### config.mk
export PLATFORM = sky130hd
export DESIGN_NAME = horner_poly_seq_flat
export DESIGN_NICKNAME = d
export VERILOG_FILES = /design/src/rtl/horner_pkg.sv /design/src/rtl/horner_poly_seq_if.sv /design/src/rtl/horner_rescale_sat.sv /design/src/rtl/horner_poly_seq.sv /design/src/flat_wrapper.sv
export SDC_FILE = /design/constraint.sdc
export NUM_CORES = 1
export LEC_CHECK = 0
export ABC_CLOCK_PERIOD_IN_PS = 8600
export CAP_MARGIN = 10
export CORE_UTILIZATION = 45
export CTS_CLUSTER_SIZE = 40
export DETAILED_ROUTE_END_ITERATION = 10
export PLACE_DENSITY = 0.76
export SLEW_MARGIN = 40
export SYNTH_ARGS = -nofsm -noshare
export SYNTH_HDL_FRONTEND = slang
export SYNTH_HIERARCHICAL = 1
export SYNTH_SLANG_ARGS = --single-unit
### constraint.sdc
create_clock -name clk -period 8.6 [get_ports clk]
set_clock_uncertainty 0.2 [all_clocks]
set_input_delay 1.72 -clock clk [delete_from_list [all_inputs] [get_ports clk]]
set_output_delay 1.72 -clock clk [all_outputs]
set_load 0.05 [all_outputs]
### src/rtl/horner_pkg.sv
// rtl/horner_pkg.sv - shared types and constants for the Horner polynomial sequencer
package horner_pkg;

  typedef enum logic [1:0] {
    IDLE  = 2'd0,
    ISSUE = 2'd1,
    WAIT  = 2'd2,
    DONE  = 2'd3
  } state_t;

  localparam int DEF_N       = 12;
  localparam int DEF_DEG     = 3;
  localparam int DEF_MUL_LAT = 4;

  // Q0.N constants for the default width
  localparam int SAT_MAX = (1 << DEF_N) - 1;
  localparam int RND_BIT = DEF_N - 1;

  // Width of the wait counter, which must reach MUL_LAT itself
  function automatic int wcnt_width(input int lat);
    return (lat < 1) ? 1 : $clog2(lat + 1);
  endfunction

endpackage

### src/rtl/horner_poly_seq_if.sv
// rtl/horner_poly_seq_if.sv - request/result handshake bundle of the Horner sequencer
interface horner_poly_seq_if #(
  parameter int N   = 12,
  parameter int DEG = 3
);

  logic                   start;
  logic [N-1:0]           x;
  logic [(DEG+1)*N-1:0]   coeff;
  logic                   busy;
  logic                   done;
  logic [N-1:0]           y;

  modport master (output start, output x, output coeff, input busy, input done, input y);
  modport slave  (input start, input x, input coeff, output busy, output done, output y);

endinterface

### src/rtl/horner_rescale_sat.sv
// rtl/horner_rescale_sat.sv - rounds a 2N-bit product back to Q0.N and adds a coefficient with saturation
module horner_rescale_sat #(
  parameter int N = 12
) (
  input  logic [2*N-1:0] p,
  input  logic [N-1:0]   c,
  output logic [N-1:0]   y
);

  localparam logic [N+1:0] SAT = {2'b00, {N{1'b1}}};

  logic [N:0]   r;
  logic [N+1:0] s;

  // The bits below the rounding bit only matter through the round-half-up rule
  wire unused_low = ^p[N-2:0];

  // Round half up, add coefficient, clamp to the largest Q0.N value
  always_comb begin
    r = {1'b0, p[2*N-1:N]} + {{N{1'b0}}, p[N-1]};
    s = {1'b0, r} + {2'b00, c};
    y = (s > SAT) ? SAT[N-1:0] : s[N-1:0];
  end

endmodule

### src/rtl/horner_poly_seq.sv
// rtl/horner_poly_seq.sv - Horner-rule polynomial sequencer driving an external multiplier
module horner_poly_seq
  import horner_pkg::*;
#(
  parameter int N       = 12,
  parameter int DEG     = 3,
  parameter int MUL_LAT = 4
) (
  input  logic             clk,
  input  logic             rst,
  horner_poly_seq_if.slave bus,
  output logic [N-1:0]     mul_a,
  output logic [N-1:0]     mul_b,
  input  logic [2*N-1:0]   mul_p
);

  localparam int CW = (DEG + 1) * N;
  localparam int SW = (DEG < 2) ? 1 : $clog2(DEG + 1);
  localparam int WW = wcnt_width(MUL_LAT);

  localparam logic [SW-1:0] STEP_INIT = SW'(DEG);
  localparam logic [SW-1:0] STEP_LAST = SW'(1);
  localparam logic [WW-1:0] WCNT_LAST = WW'(MUL_LAT);

  state_t          state;
  state_t          next_state;
  logic            accept;
  logic            launch;
  logic            capture;
  logic            finish;

  logic [N-1:0]    x_r;
  logic [CW-1:0]   coeff_r;
  logic [N-1:0]    acc;
  logic [SW-1:0]   step;
  logic [WW-1:0]   wcnt;
  logic [N-1:0]    c_sel;
  logic [N-1:0]    acc_next;
  logic [N-1:0]    y_r;
  logic            done_r;

  assign bus.busy = (state != IDLE);
  assign bus.done = done_r;
  assign bus.y    = y_r;

  // Coefficient c_(step-1) for the capture currently in flight
  always_comb begin
    c_sel = '0;
    for (int k = 0; k < DEG; k++) begin
      if (step == SW'(k + 1)) c_sel = coeff_r[k*N +: N];
    end
  end

  horner_rescale_sat #(.N(N)) u_rescale (
    .p (mul_p),
    .c (c_sel),
    .y (acc_next)
  );

  // Next-state and per-edge action strobes
  always_comb begin
    next_state = state;
    accept     = 1'b0;
    launch     = 1'b0;
    capture    = 1'b0;
    finish     = 1'b0;
    case (state)
      IDLE: begin
        if (bus.start) begin
          accept     = 1'b1;
          next_state = ISSUE;
        end
      end
      ISSUE: begin
        launch     = 1'b1;
        next_state = WAIT;
      end
      WAIT: begin
        if (wcnt == WCNT_LAST) begin
          capture    = 1'b1;
          next_state = (step == STEP_LAST) ? DONE : ISSUE;
        end
      end
      DONE: begin
        finish     = 1'b1;
        next_state = IDLE;
      end
      default: next_state = IDLE;
    endcase
  end

  // State register, same falling edge as the multiplier
  always_ff @(negedge clk or negedge rst) begin
    if (!rst) state <= IDLE;
    else      state <= next_state;
  end

  // Operand latch, accumulator, step/wait counters, operand launch and result
  always_ff @(negedge clk or negedge rst) begin
    if (!rst) begin
      x_r     <= '0;
      coeff_r <= '0;
      acc     <= '0;
      step    <= '0;
      wcnt    <= '0;
      mul_a   <= '0;
      mul_b   <= '0;
      y_r     <= '0;
      done_r  <= 1'b0;
    end else begin
      done_r <= finish;
      if (accept) begin
        x_r     <= bus.x;
        coeff_r <= bus.coeff;
        acc     <= bus.coeff[DEG*N +: N];
        step    <= STEP_INIT;
      end
      if (launch) begin
        mul_a <= acc;
        mul_b <= x_r;
        wcnt  <= '0;
      end else if (state == WAIT && !capture) begin
        wcnt <= wcnt + 1'b1;
      end
      if (capture) begin
        acc  <= acc_next;
        step <= step - 1'b1;
      end
      if (finish) y_r <= acc;
    end
  end

endmodule

### src/flat_wrapper.sv
// flat-port wrapper written by rule: the top's interface ports become plain ports
module horner_poly_seq_flat import horner_pkg::*;
#(
  parameter int N       = 12,
  parameter int DEG     = 3,
  parameter int MUL_LAT = 4
)
  (clk, rst, mul_a, mul_b, mul_p, bus_start, bus_x, bus_coeff, bus_busy, bus_done, bus_y);
  horner_poly_seq_if #(.N(N), .DEG(DEG)) bus_i ();
  input  logic clk;
  input  logic rst;
  output logic [N-1:0] mul_a;
  output logic [N-1:0] mul_b;
  input  logic [2*N-1:0] mul_p;
  input wire logic [$bits(bus_i.start)-1:0] bus_start;
  input wire logic [$bits(bus_i.x)-1:0] bus_x;
  input wire logic [$bits(bus_i.coeff)-1:0] bus_coeff;
  output wire logic [$bits(bus_i.busy)-1:0] bus_busy;
  output wire logic [$bits(bus_i.done)-1:0] bus_done;
  output wire logic [$bits(bus_i.y)-1:0] bus_y;
  assign bus_i.start = bus_start;
  assign bus_i.x = bus_x;
  assign bus_i.coeff = bus_coeff;
  assign bus_busy = bus_i.busy;
  assign bus_done = bus_i.done;
  assign bus_y = bus_i.y;
  horner_poly_seq #(.N(N), .DEG(DEG), .MUL_LAT(MUL_LAT)) u_core (.clk(clk), .rst(rst), .bus(bus_i), .mul_a(mul_a), .mul_b(mul_b), .mul_p(mul_p));
endmodule
==> results.md <==
Run status
- result of the run: finished clean

Drt
- drt first-iter violations: 163
- total DRC errors in the routed layout: 0
- ratio of routed vias to standard cells: 5.25
- WL/cell: 16.6 um
- overall routed net length: 10700 um
- via count: 3404
- drt pass-1 iters: 4
- number of antenna-violating nets in the routed design: 0

Synthesis
- count of different cell masters after synthesis: 48
- Cell Area, Synth: 5190 um^2
- fraction of synthesized area in multiplexers: 22.7%
- leading area contributor after synthesis: sky130_fd_sc_hd__dfrtn_1
- mean instance size in the synthesized netlist: 13.1 um^2
- area share of xor/xnor cells in the synthesized design: 0.844%
- synthesized-area fraction occupied by ao, oa, aoi and oai cells: 12.0%
- post-synth net total: 500
- dominant cells by area after synthesis: sky130_fd_sc_hd__dfrtn_1, sky130_fd_sc_hd__mux2_4, sky130_fd_sc_hd__mux2_2, sky130_fd_sc_hd__ha_1, sky130_fd_sc_hd__nand2_1
- share of the synthesized area in the top cell type: 50.2%
- Ys Warns: 6
- synthesized instance count: 395
- fraction of the mapped netlist area in adder cells: 4.63%
- register bit count reported by yosys: 104
- combinational family with the most area after synthesis: multiplexers
- proportion of synthesized chip area in sequential cells: 50.2%
- synthesized-area fraction occupied by and/or/nand/nor cells: 6.12%

STA
- total negative slack for setup checks: 0 ns
- final setup violation count: 0
- Slew Limit Fails: 0
- remaining max-slew budget at the tightest pin: 52.2%
- pin slew with the least headroom to its limit: 0.714 ns
- unrepaired setup endpoints after global routing: no
- number of hold violations in the final report: 0

GRT
- first-pass GRT wire length: 17600 um
- number of antenna violations at the first check in global routing: 0
- gr ovfl total: 0
- maximum number of pins on one net before global-route repair: 57
- via count of the first global-routing pass: 3574
- aggregate global-route resource usage: 19.4%

CTS
- number of buffers added by the clock tree synthesis step: 9
- Bufs on Longest Clock Path: 2
- CTS tree: built
- post-CTS sizing: 0
- clk sinks: 104
- CTS root buffer: sky130_fd_sc_hd__clkbuf_16
- clock insertion delay at the later pin of the skew report: 0.34 ns
- buffers inserted during post-CTS setup optimization: 0
- maximum level of the CTS H-tree: 3
- post-CTS clock slew at the launch and capture registers of the worst setup and hold paths: 0.05 ns
- count of hold buffers inserted by post-cts repair: 0

Placed design
- GP Congestion: 0.815
- total of buffers placed on input and output ports: 113
- DP HPWL: 8110 um
- post-detailed-placement cell area: 6390 um^2

Setup path
- startpoint of the lowest-slack register-to-register path: u_core/step[0]
- minimum setup slack among reg-to-reg paths: 4.57 ns
- number of cells traversed by the worst register-to-register path: 15
- reg-to-reg critical path endpoint: u_core/acc[10]
- launch point of the critical path: mul_p[11]
- Arrival @ worst endpoint: 3.94 ns
- kind of start point of the critical path: primary input
- worst endpoint required time: 4.29 ns
- Critical Path Sink: u_core/acc[7]
- type of element capturing the critical path: register
- Critical Setup Path Class: in -> reg
- top fanout value on the critical path: 8

Floorplan
- vertical die dimension: 109 um
- I/O pin count: 125
- initial core utilization: 47.0%
- die area: 12000 um^2
- placement row count: 38
- x dimension of the die: 109 um
- Core Footprint: 11000 um^2

Cells and area
- fraction of final layout cells with drive strength greater than 1: 23.6%
- post-route cell area: 6660 um^2
- nets: 609
- ant diodes: 0
- synth-to-layout area growth: 28.3%
- Filler Cells Inserted: 890

Power
- worst vdd rail ir drop: 0.224 mV
- static leakage power: 2.94 nW
- power per standard cell area: 430 nW/um^2

Hold path
- worst min-delay path class: reg -> reg

Flow run
- number of maximum-capacitance violations: 0

-- worst min path at each step --
| stage | startpoint | to | slack, ns | cells past startpoint |
|---|---|---|---|---|
| after global placement | u_core/x_r[0] | u_core/x_r[0] | 0.25 | 1 |
| final | u_core/mul_a[3] | u_core/mul_a[3] | 0.25 | 1 |
| after detailed placement | u_core/x_r[0] | u_core/x_r[0] | 0.25 | 1 |
| after floorplan | u_core/coeff_r[10] | u_core/coeff_r[10] | 0.23 | 1 |
| after CTS | u_core/mul_a[2] | u_core/mul_a[2] | 0.25 | 1 |
| after global routing | u_core/coeff_r[5] | u_core/coeff_r[5] | 0.27 | 1 |
-- stage by stage --
stage	power (mW)	instances	setup WS, ns	util (%)	hold slack [ns]
floorplan	2.11	395	0.656	-	0.234
global placement	2.45	633	0.0199	57.9	0.248
detailed placement	2.51	633	-0.00793	58.0	0.251
CTS	2.89	648	0.345	60.3	0.253
global route	3.06	648	0.203	60.4	0.266
finish	2.87	648	0.346	60.4	0.248
-- cells in the mapped netlist, drive strengths merged --
cell / instances
and4: 2
o22a: 13
a311oi: 1
o21ai: 17
a21oi: 14
and2: 1
o31ai: 1
nor3: 2
a22oi: 12
or2: 2
mux2: 85
and3b: 1
dfrtn: 104
xor2: 3
and3: 1
fa: 2
nor2b: 4
nor4b: 1
a21o: 6
nand2b: 3
o21a: 14
nor2: 13
or3b: 1
ha: 16
o2bb2ai: 2
buf: 14
clkbuf: 5
a211oi: 2
mux2i: 4
xnor2: 2
inv: 10
o211ai: 1
nand4b: 1
nand2: 33
a31oi: 2
-- kinds of logic after synthesis --
logic type	count (synthesis)
xor gates and xnor gates	5
AOI/OAI and AO/OA	85
muxes	89
and+or+nand+nor	65
DFF	104
buffers and inverters	29
adders and majority gates	18
-- cell type report --
cell class	instances	area, um^2	share of cell area, %
well taps	140	175	2.63
clock buffers	10	229	3.44
repair buffers	117	1170	17.6
flip-flops and latches	104	2600	39.1
multi-input cells	262	2410	36.2
clock inverters	5	35.0	0.526
inverters	10	37.5	0.564
-- critical path: stages --
cell	delay, ns
sky130_fd_sc_hd__clkdlybuf4s50_1	0.44
sky130_fd_sc_hd__fa_1	0.42
sky130_fd_sc_hd__inv_1	0.08
sky130_fd_sc_hd__fa_1	0.17
sky130_fd_sc_hd__nand2b_1	0.15
sky130_fd_sc_hd__a21o_1	0.19
sky130_fd_sc_hd__a21oi_4	0.08
sky130_fd_sc_hd__nor2b_2	0.29
sky130_fd_sc_hd__nand2_1	0.12
sky130_fd_sc_hd__o22a_1	0.18
sky130_fd_sc_hd__o21a_1	0.10
-- sequential cells by signal, summed over array words and instances (netlist names) --
signal	flops
u_core/acc	12
u_core/bus.done	1
u_core/bus.y	12
u_core/coeff_r	36
u_core/mul_a	12
u_core/mul_b	12
u_core/state	2
u_core/step	2
u_core/wcnt	3
u_core/x_r	12
-- layer usage --
metal | up-vias | GRT usage (%) | wire (um)
li1 | 1630 | - | -
met1 | 1652 | 25.2 | 4810
met2 | 108 | 30.8 | 5000
met3 | 14 | 5.57 | 748
met4 | 0 | 6.86 | 179
met5 | - | 0 | 0
-- power by group --
group | switching (mW) | internal, mW
Combinational | 0.857 | 0.733
Clock | 0.171 | 0.195
Sequential | 0.157 | 0.754
-- cell usage in the layout (no fill, tap or decap), types with 3 or more instances in the layout --
cell type	count
sky130_fd_sc_hd__a21o_1	6
sky130_fd_sc_hd__mux2i_1	4
sky130_fd_sc_hd__o21a_1	14
sky130_fd_sc_hd__inv_1	10
sky130_fd_sc_hd__nand2_2	3
sky130_fd_sc_hd__xor2_1	3
sky130_fd_sc_hd__clkbuf_16	9
sky130_fd_sc_hd__a21oi_1	12
sky130_fd_sc_hd__clkdlybuf4s50_1	112
sky130_fd_sc_hd__mux2_4	48
sky130_fd_sc_hd__a22oi_1	12
sky130_fd_sc_hd__o21ai_0	13
sky130_fd_sc_hd__buf_4	4
sky130_fd_sc_hd__nor2_1	12
sky130_fd_sc_hd__mux2_2	37
sky130_fd_sc_hd__o22a_1	13
sky130_fd_sc_hd__nand2_1	30
sky130_fd_sc_hd__dfrtn_1	104
sky130_fd_sc_hd__ha_1	16
No activity file was read; power rests on OpenSTA's default activity.
